==> config.mk <==
export PLATFORM = sky130hd
export DESIGN_NAME = request_client
export DESIGN_NICKNAME = d
export VERILOG_FILES = /design/src/rtl/request_client_pkg.sv /design/src/rtl/request_channel.sv /design/src/rtl/request_client.sv
export SDC_FILE = /design/constraint.sdc
export NUM_CORES = 1
export LEC_CHECK = 0
export CAP_MARGIN = 40
export CORE_ASPECT_RATIO = 1.25
export CORE_MARGIN = 2
export CORE_UTILIZATION = 57
export CTS_CLUSTER_DIAMETER = 50
export DETAILED_ROUTE_END_ITERATION = 12
export PLACE_DENSITY = 0.83
export SLEW_MARGIN = 5
export SYNTH_ARGS = -nofsm -noshare
export SYNTH_HDL_FRONTEND = slang
export SYNTH_SLANG_ARGS = --single-unit
==> constraint.sdc <==
create_clock -name clk -period 3.2 [get_ports clk]
set_input_delay 0.8 -clock clk [delete_from_list [all_inputs] [get_ports clk]]
set_output_delay 0.8 -clock clk [all_outputs]
set_load 0.02 [all_outputs]
==> src/rtl/request_client_pkg.sv <==
// request_client_pkg
// Shared definitions for the request/grant client:
//   - chan_state_e : per-channel FSM state (IDLE, REQ, USE, REL)
//   - hold_width() : hold-counter width, $clog2(hold) with a floor of 1
//   - HOLD_CYCLES_DEFAULT / HOLD_W_DEFAULT : default hold window and width
package request_client_pkg;

  typedef enum logic [1:0] {
    ST_IDLE = 2'd0,
    ST_REQ  = 2'd1,
    ST_USE  = 2'd2,
    ST_REL  = 2'd3
  } chan_state_e;

  // The counter is loaded with hold-1, so $clog2(hold) bits always suffice.
  function automatic int unsigned hold_width(input int unsigned hold);
    if (hold > 1) return $unsigned($clog2(hold));
    return 1;
  endfunction

  localparam int unsigned HOLD_CYCLES_DEFAULT = 4;
  localparam int unsigned HOLD_W_DEFAULT      = hold_width(HOLD_CYCLES_DEFAULT);

endpackage

==> src/rtl/request_channel.sv <==
// request_channel
// One requester channel: pending-job counter, request FSM and hold counter.
// Ports:
//   clk, rst_n  : clock, asynchronous active-low reset
//   i_job       : one-cycle pulse, enqueue one job
//   i_grant     : grant from the arbiter for this channel
//   o_req       : request to the arbiter (registered)
//   o_busy      : channel is using the resource (registered)
//   o_done      : one-cycle job-completion pulse (registered)
//   o_pend      : pending jobs, including the one in progress
//   o_ovf       : sticky, a job arrived while the counter was full
//   o_err       : sticky, grant in IDLE or grant revoked during USE
module request_channel
  import request_client_pkg::*;
#(
  parameter int unsigned HOLD_CYCLES = HOLD_CYCLES_DEFAULT,
  parameter int unsigned CNT_W       = 4
) (
  input  logic             clk,
  input  logic             rst_n,
  input  logic             i_job,
  input  logic             i_grant,
  output logic             o_req,
  output logic             o_busy,
  output logic             o_done,
  output logic [CNT_W-1:0] o_pend,
  output logic             o_ovf,
  output logic             o_err
);

  localparam int unsigned       HOLD_W    = hold_width(HOLD_CYCLES);
  localparam logic [HOLD_W-1:0] HOLD_LOAD = HOLD_W'(HOLD_CYCLES - 1);
  localparam logic [CNT_W-1:0]  PEND_MAX  = '1;

  chan_state_e       r_state;
  logic [HOLD_W-1:0] r_hold;
  logic [CNT_W-1:0]  r_pend;
  logic              r_req;
  logic              r_busy;
  logic              r_done;
  logic              r_ovf;
  logic              r_err;
  logic              w_complete;

  // A job completes only on a clean final USE cycle; a revoked grant aborts
  // without completing so the job stays queued for retry.
  assign w_complete = (r_state == ST_USE) && i_grant && (r_hold == '0);

  // NOTE: all sequential state uses non-blocking (<=) assignments so every
  // register samples the pre-edge values, independent of statement order.
  always_ff @(posedge clk or negedge rst_n) begin
    if (!rst_n) begin
      r_pend <= '0;
      r_ovf  <= 1'b0;
    end else if (i_job && !w_complete) begin
      if (r_pend == PEND_MAX) r_ovf  <= 1'b1;
      else                    r_pend <= r_pend + 1'b1;
    end else if (!i_job && w_complete) begin
      r_pend <= r_pend - 1'b1;
    end
    // job together with completion: count unchanged
  end

  always_ff @(posedge clk or negedge rst_n) begin
    if (!rst_n) begin
      r_state <= ST_IDLE;
      r_hold  <= '0;
      r_req   <= 1'b0;
      r_busy  <= 1'b0;
      r_done  <= 1'b0;
      r_err   <= 1'b0;
    end else begin
      r_done <= 1'b0;
      case (r_state)
        ST_IDLE: begin
          if (i_grant) r_err <= 1'b1;
          if (r_pend != '0) begin
            r_state <= ST_REQ;
            r_req   <= 1'b1;
          end
        end
        ST_REQ: begin
          if (i_grant) begin
            r_state <= ST_USE;
            r_busy  <= 1'b1;
            r_hold  <= HOLD_LOAD;
          end
        end
        ST_USE: begin
          if (!i_grant) begin
            r_err   <= 1'b1;
            r_state <= ST_REL;
            r_req   <= 1'b0;
            r_busy  <= 1'b0;
          end else if (r_hold == '0) begin
            r_state <= ST_REL;
            r_req   <= 1'b0;
            r_busy  <= 1'b0;
            r_done  <= 1'b1;
          end else begin
            r_hold <= r_hold - 1'b1;
          end
        end
        // Grant may still be high here: the arbiter lags by one cycle.
        ST_REL:  r_state <= ST_IDLE;
        default: r_state <= ST_IDLE;
      endcase
    end
  end

  assign o_req  = r_req;
  assign o_busy = r_busy;
  assign o_done = r_done;
  assign o_pend = r_pend;
  assign o_ovf  = r_ovf;
  assign o_err  = r_err;

endmodule

==> src/rtl/request_client.sv <==
// request_client
// Two-channel requester agent for a request/grant arbiter.
// Ports:
//   clk, rst_n          : clock, asynchronous active-low reset
//   i_job0, i_job1      : one-cycle job-enqueue pulses per channel
//   i_g0, i_g1          : grants from the arbiter
//   o_r0, o_r1          : requests to the arbiter
//   o_busy0, o_busy1    : channel holds the resource
//   o_done0, o_done1    : job-completion pulses
//   o_pend0, o_pend1    : pending-job counts
//   o_ovf               : sticky, a job was dropped on a full counter
//   o_err               : sticky, grant protocol violation
module request_client
  import request_client_pkg::*;
#(
  parameter int unsigned HOLD_CYCLES = HOLD_CYCLES_DEFAULT,
  parameter int unsigned CNT_W       = 4
) (
  input  logic             clk,
  input  logic             rst_n,
  input  logic             i_job0,
  input  logic             i_job1,
  input  logic             i_g0,
  input  logic             i_g1,
  output logic             o_r0,
  output logic             o_r1,
  output logic             o_busy0,
  output logic             o_busy1,
  output logic             o_done0,
  output logic             o_done1,
  output logic [CNT_W-1:0] o_pend0,
  output logic [CNT_W-1:0] o_pend1,
  output logic             o_ovf,
  output logic             o_err
);

  logic w_ovf0, w_ovf1, w_err0, w_err1;
  logic r_dual_grant_err;

  request_channel #(.HOLD_CYCLES(HOLD_CYCLES), .CNT_W(CNT_W)) u_ch0 (
    .clk     (clk),
    .rst_n   (rst_n),
    .i_job   (i_job0),
    .i_grant (i_g0),
    .o_req   (o_r0),
    .o_busy  (o_busy0),
    .o_done  (o_done0),
    .o_pend  (o_pend0),
    .o_ovf   (w_ovf0),
    .o_err   (w_err0)
  );

  request_channel #(.HOLD_CYCLES(HOLD_CYCLES), .CNT_W(CNT_W)) u_ch1 (
    .clk     (clk),
    .rst_n   (rst_n),
    .i_job   (i_job1),
    .i_grant (i_g1),
    .o_req   (o_r1),
    .o_busy  (o_busy1),
    .o_done  (o_done1),
    .o_pend  (o_pend1),
    .o_ovf   (w_ovf1),
    .o_err   (w_err1)
  );

  // The arbiter must never grant both channels at once.
  always_ff @(posedge clk or negedge rst_n) begin
    if (!rst_n)            r_dual_grant_err <= 1'b0;
    else if (i_g0 && i_g1) r_dual_grant_err <= 1'b1;
  end

  assign o_ovf = w_ovf0 | w_ovf1;
  assign o_err = r_dual_grant_err | w_err0 | w_err1;

endmodule
# Word-level counts from Yosys, hierarchy flattened
# Index checks and enable logic that the tools add are counted.
[op_classes]
add_sub_neg = 6
mul = 0
n_div = 0
magnitude_cmp = 0
eq_ne = 24
n_shift = 0
muxes = 46
bitwise = 3
n_reduce_logical = 39
[ops]
columns = ["op", "n"]
rows = [
  ["$mux 2", 14],
  ["$mux 4", 6],
  ["$ne 2x2->1 const B", 12],
  ["$reduce_and 3->1", 8],
  ["$mux 1", 16],
  ["$pmux 2 s4", 2],
  ["$pmux 1 s2", 6],
  ["$reduce_bool 2->1", 6],
  ["$logic_and 1x1->1", 9],
  ["$add 4x1->4 const B", 2],
  ["$eq 2x2->1 const B", 4],
  ["$eq 4x4->1 const B", 2],
  ["$logic_not 2->1", 4],
  ["$pmux 2 s2", 2],
  ["$reduce_and 2->1", 4],
  ["$reduce_and 4->1", 2],
  ["$reduce_bool 4->1", 2],
  ["$sub 4x1->4 const B", 2],
  ["$ne 3x3->1 const B", 2],
  ["$eq 2x1->1 const B", 2],
  ["$logic_not 1->1", 4],
  ["$ne 2x1->1 const B", 2],
  ["$sub 2x1->2 const B", 2],
  ["$or 1x1->1", 3],
]
[totals]
register_bits = 27
latch_bits = 0
ramBits = 0
mem_bits_ro = 0
inputBits = 6
output_inout_bits = 16
elab_cells = 135
n_memories = 0

# Longest topological paths before layout
# Gate-level depths: netlist (run 1).
[depth]
depth_word = 7
ltp_mapped = 10
depth_no_buf = 9

# Hierarchy
# A second synthesis (run 1) with hierarchy kept.
[hier_totals]
hier_cells = 144
hier_area_um2 = 1554.0
[modules_own_cells]
columns = ["module", "instances", "cells_each", "area_each_um2", "seq_area_each_um2"]
rows = [
  ["request_channel (u_ch1)", 1, 72, 759.5, 325.3],
  ["request_channel (u_ch0)", 1, 68, 749.5, 325.3],
  ["request_client", 1, 4, 45.0, 25.0],
]

# Least setup slack after synthesis (run 1)
# OpenSTA, ideal clock, no wires.
[synth_path]
path_type = "input-to-reg"
startpoint = "in i_g1"
endpoint = "reg u_ch1.r_pend[3], in the netlist u_ch1.o_pend[3]"
setup_ns = 0.080
arrival_ns = 2.056
t_required_ns = 3.120
path_slack_ns = 1.064
stages = 7
n_path_buf = 0
cell_sequence = "nand3_2 > nand2_1 > ha_1 > a21o_1 > a2111o_1 > o21ai_2 > xor2_1"
[synth_via]
elab_chain_cells = 6
word_cells_on_any_way = 9
cone_classes = "eq/ne (1); mux (1); reduce/logical (7)"
[synth_rtl]
columns = ["element", "line", "text"]
rows = [
  ["start, declared", "request_client.sv:24", "input logic i_g1,"],
  ["$logic_and 1x1->1 (*) (2 in a row)", "request_channel.sv:47", "assign w_complete = (r_state == ST_USE) && i_grant && (r_hold == '0);"],
  ["$logic_not 1->1", "request_channel.sv:55", "end else if (i_job && !w_complete) begin"],
  ["$logic_and 1x1->1", "request_channel.sv:55", ""],
  ["$ne 2x2->1 (no source line) / $reduce_bool 2->1 (equally long branches)", "-", ""],
  ["$reduce_and 2->1 (no source line)", "-", ""],
  ["end signal, assigned", "request_channel.sv:57", "else r_pend <= r_pend + 1'b1;"],
  ["end signal, assigned", "request_channel.sv:59", "r_pend <= r_pend - 1'b1;"],
  ["end, declared", "request_channel.sv:37", "logic [CNT_W-1:0] r_pend;"],
]
# Every way passes the cells marked *; elsewhere a longest branch is shown, timed or not.
# A chain may end at the register's enable or synchronous reset.

# Final worst setup path (run 1)
# Same ends and word-level chain as after synthesis.

==> results.yml, run 1 <==
placed_design:
  io_buffers: 21
  globalplace.congestion: 0.855
  dp_hpwl_mm: 2.22
clock_network:
  htreeDepth: 1
  cts.hold.buffers_added: 0
  clkSinkCount: 27
  worstSkewPairLatency_ns: 0.31
  cts-root-buf: "clkbuf_4"
  cts_made_buffers: 3
  cts_resized: 0
  cts_tree: "done"
  ctsLongestPathBuffers: 2
  post-cts-setup-buffer-count: 0
  path_clk_slew_ns: 0.14
layout:
  synthToLayoutAreaGrowth_pct: 18.4
  diodes: 0
  nNetsFinal: 191
  layout_commonest_cell: "dfrtp_1"
  drive_gt1_share_pct: 7.14
  most-common-layout-cells: "dfrtp_1 (27), clkdlybuf4s50_1 (21), ha_1 (14)"
flow_run:
  max_cap_violations: 0
sta:
  fmax_mhz: 380
  setup_tns_ns: 0
  setup_violations: 0
  final_max_slew_viol_count: 0
  period_share_pct: 82.2
  tightest_slew_ns: 0.457
  max_slew_margin_pct: 69.2
  final.setup_skew_ns: 0.00321
  final-hold-violation-count: 0
  fin_crit_ns: 2.63
  rsz0062_at_grt: "false"
power_and_ir_drop:
  leakage_uw: 0.000822
  p_per_area_nw_per_um2: 931
  power_uw: 1680
  vdd_drop_max_uv: 790
floorplanning:
  dieArea_sq_um: 3100
  num_rows: 20
  die_h_um: 61.7
  die_w_um: 50.2
  start_util_pct: 61.4
  core_sq_um: 2480
  ios: 22
detailed_routing:
  wl_mm: 2.92
  drt_iter0_markers: 21
  dr_total_vias: 1129
  routedWlPerCell_um: 14.5
  via_per_inst: 5.62
  first_pass_iters: 4
  drcViolationCount: 0
  postRouteAntennaNets: 0
min_path:
  hold_path_depth: 1
  hold_start: "r_dual_grant_err"
  min_to: "r_dual_grant_err"
  hold_class: "flip-flop to flip-flop"
synth:
  yosys.area.top_type_share_pct: 44.4
  ys_ff_latch: 27
  syn_avg_cell_area_sq_um: 10.6
  ys_seq_area_share_pct: 44.4
  synthCells: 143
  synth_edf_count: 0
  synthFlopType: "dfrtp_1"
  ys_warn_count: 0
  synthesis.area_sq_um: 1520
  netlist_top_cells_area: "dfrtp_1 (44%), ha_1 (12%), mux2_2 (3.7%), inv_1 (3.2%), a21oi_1 (3.0%)"
  synth_cell_types: 39
  synth_top_cell_by_area: "dfrtp_1"
  synth_fp_nets: 165
  async_reset_ff_share_pct: 100
global_routing:
  grt_pass1_vias: 1235
  globalRouteOverflowTotal: 0
  grt_max_degree: 28
  grt_first_pass_wirelength_mm: 5.32
  antenna_found_initial: 0
  grt_usage_pct: 22.0
run_status:
  status: "finished, final reports clean"
setup_path:
  startpoint_type: "input pin"
  r2r_setup_slack_ns: 0.81
  endpoint_kind: "flip-flop"
  worst-path-max-fanout: 7
  rr_endpoint: "u_ch1.o_pend[3]"
  reg2reg_depth: 9
  worstReg2RegStart: "u_ch1.r_state[0]"
  critical_path_arrival_ns: 2.88
  crit_type: "input pin to flip-flop"
  critPathRequiredTime_ns: 3.45
==> sequential cells by signal, summed over array words and instances (netlist names) <==
register and cells:
u_ch0.o_done 1, u_ch1.o_busy 1, u_ch0.o_busy 1, u_ch0.o_ovf 1, u_ch0.o_pend 4, r_dual_grant_err 1
u_ch1.o_done 1, u_ch0.r_hold 2, u_ch0.o_req 1, u_ch1.r_state 2, u_ch1.o_req 1, u_ch1.r_hold 2
u_ch1.o_pend 4, u_ch0.r_state 2, u_ch1.o_err 1, u_ch0.o_err 1, u_ch1.o_ovf 1
==> metrics by stage <==
stage | setup WS (ns) | hold WS (ns) | utilization (%) | cells | instance area [sq um]
CTS | 0.581 | 0.484 | 72.7 | 201 | 1800
global route | 0.489 | 0.521 | 72.7 | 201 | 1800
detailed placement | 0.244 | 0.451 | 71.6 | 197 | 1770
floorplan | 1.06 | 0.422 | - | 143 | 1520
finish | 0.569 | 0.478 | 72.7 | 201 | 1800
global placement | 0.368 | 0.438 | 71.6 | 197 | 1770
==> metal layers <==
metal	up-vias	global-route usage (%)	share of wire, %
met5	-	0	0
met4	0	5.95	0
met3	0	2.39	3.3
met2	24	42.5	53
met1	550	26.2	44
li1	555	-	-
==> worst max path at each step <==
stage,slack [ns],from,to
2_1_floorplan,1.06,i_g1,u_ch1.o_pend[3]
3_3_place_gp,0.37,i_g1,u_ch1.o_pend[3]
3_5_place_dp,0.24,i_g1,u_ch1.o_pend[3]
4_1_cts,0.58,i_g1,u_ch1.o_pend[3]
5_1_grt,0.49,i_g1,u_ch1.o_pend[3]
6_report,0.57,i_g1,u_ch1.o_pend[3]
==> power breakdown <==
| group | switching (uW) | internal, uW |
|---|---|---|
| combinational | 455 | 438 |
| sequential | 158 | 479 |
| clock | 97.3 | 48.7 |
| total | 710 | 966 |
==> layout make-up <==
| class | count | area, sq um |
|---|---|---|
| multi-input combinational | 102 | 791 |
| fill | 177 | 677 |
| sequential | 27 | 676 |
| timing repair buffer | 22 | 218 |
| inverter | 13 | 48.8 |
| tap | 33 | 41.3 |
| clock buffer | 4 | 26.3 |
==> cell usage after synthesis (all sizes together), types with 2 or more instances <==
cell    number
xor2         5
nor2b        5
o21ai       11
dfrtp       27
nand3        4
xnor2        2
or3          2
nand2b       2
a21o         3
nor2         7
a21oi        9
or2          2
ha          14
nand4        2
o21a         2
nand2        5
mux2i        2
o21bai       2
nor4         3
or4          2
fa           2
mux2         6
inv         13
==> critical path, cell delays in order <==
cell and delay, ns:
clkdlybuf4s50_1 0.61, nand3_2 0.18, nand2_1 0.19, ha_1 0.25, a21o_1 0.17, a2111o_1 0.42, o21ai_2 0.08, xor2_1 0.18
==> kinds of logic after synthesis <==
group | synth area share [%]
and+or+nand+nor | 12.9
AOI/OAI and AO/OA | 15.1
DFF | 44.4
adders and majority gates | 14.2
buffers and inverters | 3.54
muxes | 5.76
xor gates and xnor gates | 4.03
Note: power is estimated with default switching activity, not from simulation.
==> run 2: changes to the inputs <==
CORE_UTILIZATION = 53   (was 57)
PLACE_DENSITY = 0.78   (was 0.83)
clock period = 2.5 ns   (was 3.2 ns; I/O delays follow)
==> results.yml, run 2 (same netlist as run 1, synthesis figures left out) <==
run_status:
  status: "finished, final reports clean"
floorplanning:
  dieArea_sq_um: 3320
  die_w_um: 51.9
  ios: 22
  core_sq_um: 2710
  start_util_pct: 56.2
  num_rows: 21
  die_h_um: 63.9
clock_network:
  ctsLongestPathBuffers: 2
  path_clk_slew_ns: 0.15
  htreeDepth: 1
  cts.hold.buffers_added: 0
  cts_resized: 0
  clkSinkCount: 27
  cts_tree: "done"
  cts-root-buf: "clkbuf_4"
  cts_made_buffers: 3
  worstSkewPairLatency_ns: 0.32
  post-cts-setup-buffer-count: 0
detailed_routing:
  postRouteAntennaNets: 0
  first_pass_iters: 4
  routedWlPerCell_um: 13.9
  drt_iter0_markers: 23
  drcViolationCount: 0
  dr_total_vias: 1176
  via_per_inst: 5.63
  wl_mm: 2.91
setup_path:
  reg2reg_depth: 9
  worst-path-max-fanout: 10
  r2r_setup_slack_ns: 0.20
  cp_top_family: "adder cells"
  crit_chain: "inv_1 -> ha_1 -> nand3_1 -> nand2_1 -> ha_1 -> a21o_1 -> a21oi_1 -> mux2i_1 -> xor2_1"
  worstReg2RegStart: "u_ch0.r_state[0]"
  rr_endpoint: "u_ch0.o_pend[3]"
  path_common_cell: "ha_1"
  crit_type: "flip-flop to flip-flop"
  startpoint_type: "flip-flop"
  worst-path-buf-inv: 1
  cpPeakStageDelay_ns: 0.43
  slowest_stage: "dfrtp_1"
  critical_path_arrival_ns: 2.56
  critPathRequiredTime_ns: 2.76
  endpoint_kind: "flip-flop"
placed_design:
  dp_hpwl_mm: 2.24
  io_buffers: 21
  globalplace.congestion: 0.787
global_routing:
  grt_max_degree: 28
  grt_first_pass_wirelength_mm: 5.20
  globalRouteOverflowTotal: 0
  grt_usage_pct: 20.1
  grt_pass1_vias: 1197
  antenna_found_initial: 0
layout:
  layout_commonest_cell: "dfrtp_1"
  nNetsFinal: 198
  diodes: 0
  drive_gt1_share_pct: 11.4
  fin_util_pct: 68.6
  fill_cells: 213
  synthToLayoutAreaGrowth_pct: 22.1
  most-common-layout-cells: "dfrtp_1 (27), clkdlybuf4s50_1 (21), ha_1 (14)"
sta:
  setup_violations: 0
  final-hold-violation-count: 0
  rsz0062_at_grt: "false"
  fmax_mhz: 436
  final.setup_skew_ns: 0.00602
  tightest_slew_ns: 0.485
  fin_crit_ns: 2.30
  final_max_slew_viol_count: 0
  max_slew_margin_pct: 67.4
  setup_tns_ns: 0
  period_share_pct: 91.8
power_and_ir_drop:
  vdd_drop_max_uv: 628
  p_per_area_nw_per_um2: 1150
  power_uw: 2140
  leakage_uw: 0.000858
min_path:
  hold_start: "r_dual_grant_err"
  hold_class: "flip-flop to flip-flop"
  hold_path_depth: 1
  min_to: "r_dual_grant_err"
flow_run:
  max_cap_violations: 0
[run 2: worst max-delay path by stage]
stage / startpoint / endpoint / slack, ns / cells past startpoint
after floorplan: u_ch1.r_state[0] / u_ch1.o_pend[3] / 0.40 / 9
after global placement: i_g0 / u_ch0.o_pend[3] / 0.13 / 8
after detailed placement: i_g0 / u_ch0.o_pend[3] / 0.02 / 8
after CTS: u_ch0.r_state[0] / u_ch0.o_pend[3] / 0.17 / 9
after global routing: u_ch0.r_state[0] / u_ch0.o_pend[3] / 0.03 / 9
final: u_ch0.r_state[0] / u_ch0.o_pend[3] / 0.20 / 9
[run 2: power by group]
part	total, uW	switching (uW)	internal, uW	leakage, uW
combinational	1140	569	569	0.000544
clock	191	131	59.9	0.0000177
sequential	812	199	614	0.000296
[run 2: layout make-up]
class | count | area (sq um) | area share (%)
multi-input cells | 102 | 791 | 42.6
flip-flops and latches | 27 | 676 | 36.4
repair buffers | 29 | 270 | 14.6
inverters | 13 | 48.8 | 2.63
well taps | 34 | 42.5 | 2.29
clock buffers | 3 | 22.5 | 1.21
clock inverters | 1 | 5.00 | 0.270
[run 2: stage by stage]
step	hold WS [ns]	setup WS (ns)	std cells	instance area [sq um]
floorplan	0.329	0.400	143	1520
global placement	0.435	0.126	205	1830
detailed placement	0.440	0.0157	205	1830
CTS	0.473	0.172	209	1860
global route	0.487	0.0259	209	1860
finish	0.468	0.205	209	1860
[run 2: routing by layer]
metal / GRT usage (%) / vias to the layer above / routed length (um) / part of all wire [%]
met5: 0 / - / 0 / 0
met4: 4.93 / 0 / 19 / 0.65
met3: 2.10 / 2 / 79 / 2.7
met2: 37.0 / 18 / 1550 / 53
met1: 24.3 / 582 / 1260 / 43
li1: - / 574 / - / -
==> run 3: changes to the inputs <==
ABC_CLOCK_PERIOD_IN_PS = 2500   (was default)
CTS_BUF_LIST = sky130_fd_sc_hd__clkbuf_16   (was default)
==> results.yml, run 3 (same netlist as run 1, synthesis figures left out) <==
sta:
  final_max_slew_viol_count: 0
  fin_crit_ns: 2.31
  period_share_pct: 92.2
  fmax_mhz: 434
  max_slew_margin_pct: 66.9
  setup_violations: 0
  final.setup_skew_ns: 0.00227
  worst_hold_slack_ns: 0.452
  tightest_slew_ns: 0.492
  setup_tns_ns: 0
  final-hold-violation-count: 0
  rsz0062_at_grt: "false"
setup_path:
  startpoint: "u_ch0.r_state[0]"
  startpoint_type: "flip-flop"
  cpPeakStageDelay_ns: 0.40
  path_common_cell: "ha_1"
  reg2reg_depth: 9
  critical_path_arrival_ns: 2.49
  crit_chain: "inv_1 -> ha_1 -> nand3_1 -> nand2_1 -> ha_1 -> a21o_1 -> a21oi_1 -> mux2i_1 -> xor2_1"
  crit_type: "flip-flop to flip-flop"
  worstReg2RegStart: "u_ch0.r_state[0]"
  slowest_stage: "dfrtp_1"
  worst-path-max-fanout: 10
  endpoint_kind: "flip-flop"
  critPathRequiredTime_ns: 2.68
power_and_ir_drop:
  combPwrFrac_pct: 49.4
  leakage_uw: 0.000881
  p_clk_share_pct: 15.5
  p_per_area_nw_per_um2: 1220
  switchingPower_uw: 929
  power.share.switching_pct: 39.8
  intPower_uw: 1400
  vdd_drop_max_uv: 681
  p_seq_share_pct: 35.1
placed_design:
  io_buffers: 21
  globalplace.congestion: 0.787
  dp_hpwl_mm: 2.24
  dp_cells: 205
clock_network:
  cts_made_buffers: 3
  post-cts-setup-buffer-count: 0
  path_clk_slew_ns: 0.07
  htreeDepth: 1
  cts_tree: "done"
  cts.hold.buffers_added: 0
  ctsLongestPathBuffers: 2
  worstSkewPairLatency_ns: 0.26
  clkSinkCount: 27
  cts_resized: 0
  cts-root-buf: "clkbuf_16"
detailed_routing:
  via_per_inst: 5.66
  drt_iter0_markers: 23
  first_pass_iters: 4
  routedWlPerCell_um: 14.8
  drcViolationCount: 0
  wl_mm: 3.09
  dr_total_vias: 1182
  postRouteAntennaNets: 0
min_path:
  hold_path_depth: 1
  hold_start: "r_dual_grant_err"
  hold_class: "flip-flop to flip-flop"
layout:
  most-common-layout-cells: "dfrtp_1 (27), clkdlybuf4s50_1 (21), ha_1 (14)"
  nNetsFinal: 198
  layout_commonest_cell: "dfrtp_1"
  layoutNonFillerInstCount: 209
  drive_gt1_share_pct: 11.4
  synthToLayoutAreaGrowth_pct: 25.5
  diodes: 0
floorplanning:
  die_h_um: 63.9
  start_util_pct: 56.2
  die_w_um: 51.9
  core_sq_um: 2710
  ios: 22
  num_rows: 21
  dieArea_sq_um: 3320
global_routing:
  grt_pass1_vias: 1256
  grt_busiest_layer: "met2"
  globalRouteOverflowTotal: 0
  grt_max_degree: 28
  grt_first_pass_wirelength_mm: 5.50
  grt_use_met3_pct: 2.57
  grtUsageMet2_pct: 38.1
  grt_usage_pct: 21.5
  grt_util_met1_pct: 26.6
  antenna_found_initial: 0
flow_run:
  max_cap_violations: 0
run_status:
  status: "finished, final reports clean"
## run 3: power groups by stage
stage	logic, uW	registers [uW]	clock network (uW)
after floorplan	662	894	0
after global placement	1090	802	0
after detailed placement	1150	822	0
after CTS	1170	820	365
after global routing	1300	855	387
final	1150	819	361
## run 3: final timing paths
| path | slack (ns) | to |
|---|---|---|
| worst max-delay path | 0.19 | u_ch0.o_pend[3] |
| min in group asynchronous | 0.74 | u_ch0.r_state[0] |
| worst min register to register | 0.45 | r_dual_grant_err |
| max in group asynchronous | 1.50 | u_ch1.o_err |
| worst max register to register | 0.19 | u_ch0.o_pend[3] |
| worst min-delay path | 0.45 | r_dual_grant_err |
## run 3: final cells by class
type,instances,area (sq um)
Multi-Input combinational cell,102,791
Tap cell,34,42.5
Fill cell,204,798
Clock inverter,1,5.00
Inverter,13,48.8
Clock buffer,3,75.1
Timing Repair Buffer,29,270
Sequential cell,27,676
## run 3: through the flow
step | total power (uW) | setup slack [ns] | cell area (sq um) | util (%)
floorplan | 1560 | 0.400 | 1520 | -
global placement | 1890 | 0.126 | 1830 | 67.5
detailed placement | 1970 | 0.0157 | 1830 | 67.5
CTS | 2350 | 0.181 | 1910 | 70.5
global route | 2550 | 0.0397 | 1910 | 70.5
finish | 2330 | 0.195 | 1910 | 70.5
## run 3: routing by layer
metal,up-vias,routed length (um)
met5,-,0
met1,588,1310
met2,18,1690
li1,574,-
met3,2,73
met4,0,19
## run 3: critical path, delay by kind of cell, from the launching register on
kind            cells  cell delay (ns)
compound gates      2             0.34
xor+xnor            1             0.16
fa+ha+maj           2             0.60
buf+inv             1             0.12
flops               1             0.40
mux                 1             0.23
simple gates        2             0.36
==> edit, RTL diff (settings of run 1) <==
Add an input register stage for `i_job0`, `i_job1`, `i_g0` and `i_g1`; this delays them by one clock. Comments in the files are not updated.
--- a/src/rtl/request_client.sv
+++ b/src/rtl/request_client.sv
@@ -35,4 +35,16 @@
 );
 
+  logic i_job0_q;
+  logic i_job1_q;
+  logic i_g0_q;
+  logic i_g1_q;
+
+  always_ff @(posedge clk) begin
+    i_job0_q <= i_job0;
+    i_job1_q <= i_job1;
+    i_g0_q   <= i_g0;
+    i_g1_q   <= i_g1;
+  end
+
   logic w_ovf0, w_ovf1, w_err0, w_err1;
   logic r_dual_grant_err;
@@ -41,6 +53,6 @@
     .clk     (clk),
     .rst_n   (rst_n),
-    .i_job   (i_job0),
-    .i_grant (i_g0),
+    .i_job   (i_job0_q),
+    .i_grant (i_g0_q),
     .o_req   (o_r0),
     .o_busy  (o_busy0),
@@ -54,6 +66,6 @@
     .clk     (clk),
     .rst_n   (rst_n),
-    .i_job   (i_job1),
-    .i_grant (i_g1),
+    .i_job   (i_job1_q),
+    .i_grant (i_g1_q),
     .o_req   (o_r1),
     .o_busy  (o_busy1),
@@ -67,5 +79,5 @@
   always_ff @(posedge clk or negedge rst_n) begin
     if (!rst_n)            r_dual_grant_err <= 1'b0;
-    else if (i_g0 && i_g1) r_dual_grant_err <= 1'b1;
+    else if (i_g0_q && i_g1_q) r_dual_grant_err <= 1'b1;
   end
 
Behaviour: not the same (a bounded check fails within 4 cycles, from zero or initial values and one cycle with rst_n low).
==> edit against run 1 <==
First-iteration DRC count is 9.5% lower. Global-route usage is 0.20 points lower. Routed wire length is 1.0% higher. Area after synthesis is 5.3% higher. Sequential cell count is 4 higher. Critical path type is now reg -> reg. Clock skew is 6.8 ps higher. Cell area is 6.6% higher. Setup slack better by 160 ps. Power is 8.7% higher.
==> edit: results (changes against run 1) <==
Worst setup path
  – Worst r2r src: u_ch0.r_state[0]
  – Reg2reg end: u_ch0.o_pend[3]
  – Reg2reg setup slack: 730 ps (-80 ps)
  – Crit path kind: reg -> reg
  – Crit path arrival time: 2750 ps (-130 ps)

Place
  – Worst slack at placement: 737 ps (+492 ps)
  – Placed Cells: 196 (-0.51%)
  – Post-DP HPWL: 2210 um (-0.59%)
  – Final Wtd Congestion: 0.718 (-16%)
  – Placement Cell Area: 1850 sq um (+4.3%)

Clock tree
  – Clk slew on worst S/H paths: 100 ps (-40 ps)
  – H-Tree Depth: 2 (+1)

GRT
  – Global Route Usage Sum: 21.8% (-0.20 points)
  – First-pass GRT wire length: 5250 um (-1.3%)
  – M1 GR Usage: 23.9% (-2.3 points)
  – GR Util met3: 4.98% (+2.6 points)

Power and ir drop
  – Worst VDD drop: 487 uV (-38%)
  – Pleak: 0.000873 uW (+6.2%)

STA
  – Worst Skew: 9.99 ps (+6.78 ps)
  – Final Cycle Share: 77.3% (-4.9 points)
  – Worst Tran Pin Value: 390 ps (-67.6 ps)
  – Hold_ws: 481 ps (+3.53 ps)

Synthesis
  – Library cells used by synthesis: 31 (-21%)
  – Gate Count Post-Synth: 142 (-0.70%)
  – Synth top cells by count: dfrtp_1, ha_1, inv_1, a21oi_1
  – Area contributors post-synth: dfrtp_1, ha_1, dfxtp_1
  – Seq/Total Area, Yosys: 47.2% (+2.8 points)

Layout
  – Layout cells sized above 1: 10.0% (+2.9 points)

Detailed routing
  – WL met1: 1210 um (-5.7%)
  – WL met2: 1520 um (-1.2%)
  – Wire per inst: 14.5 um (-0.46%)
  – DR WL met3: 126 um (+31%)
  – Highest Signal Layer: met4

Status
  – Status: finished clean
-- edit: changes by cell type after synthesis, sizes merged, moves of 2 or more --
cell and change:
xnor2 -2, dfxtp +4, or4 -2, mux2i -2
nor4b +2, nand2b -2, o21ba +2, mux2 +2
nand2 -3
-- edit: cell families (layout without fill, tap and decap cells) --
logic type      count (synthesis)  count (layout)  share of synthesized area, %
simple gates                   28              28                          10.5
xor+xnor                        6               6                          3.28
buf+inv                        14              42                          3.44
mux                             8               8                          5.63
flops                          31              31                          47.2
fa+ha+maj                      16              16                          13.4
compound gates                 39              39                          16.5
-- edit: final cells by class --
cell class	count	area (sq um)	area share, %
inverter	12	45.0	2.35
sequential	31	756	39.4
timing repair buffer	22	218	11.3
multi-input combinational	97	790	41.1
clock buffer	8	68.8	3.59
tap	34	42.5	2.22
-- edit: power breakdown --
group          total [uW]  switching, uW  internal (uW)
combinational         874            445            429
sequential            684            151            533
clock                 263            134            129
total                1820            730           1090
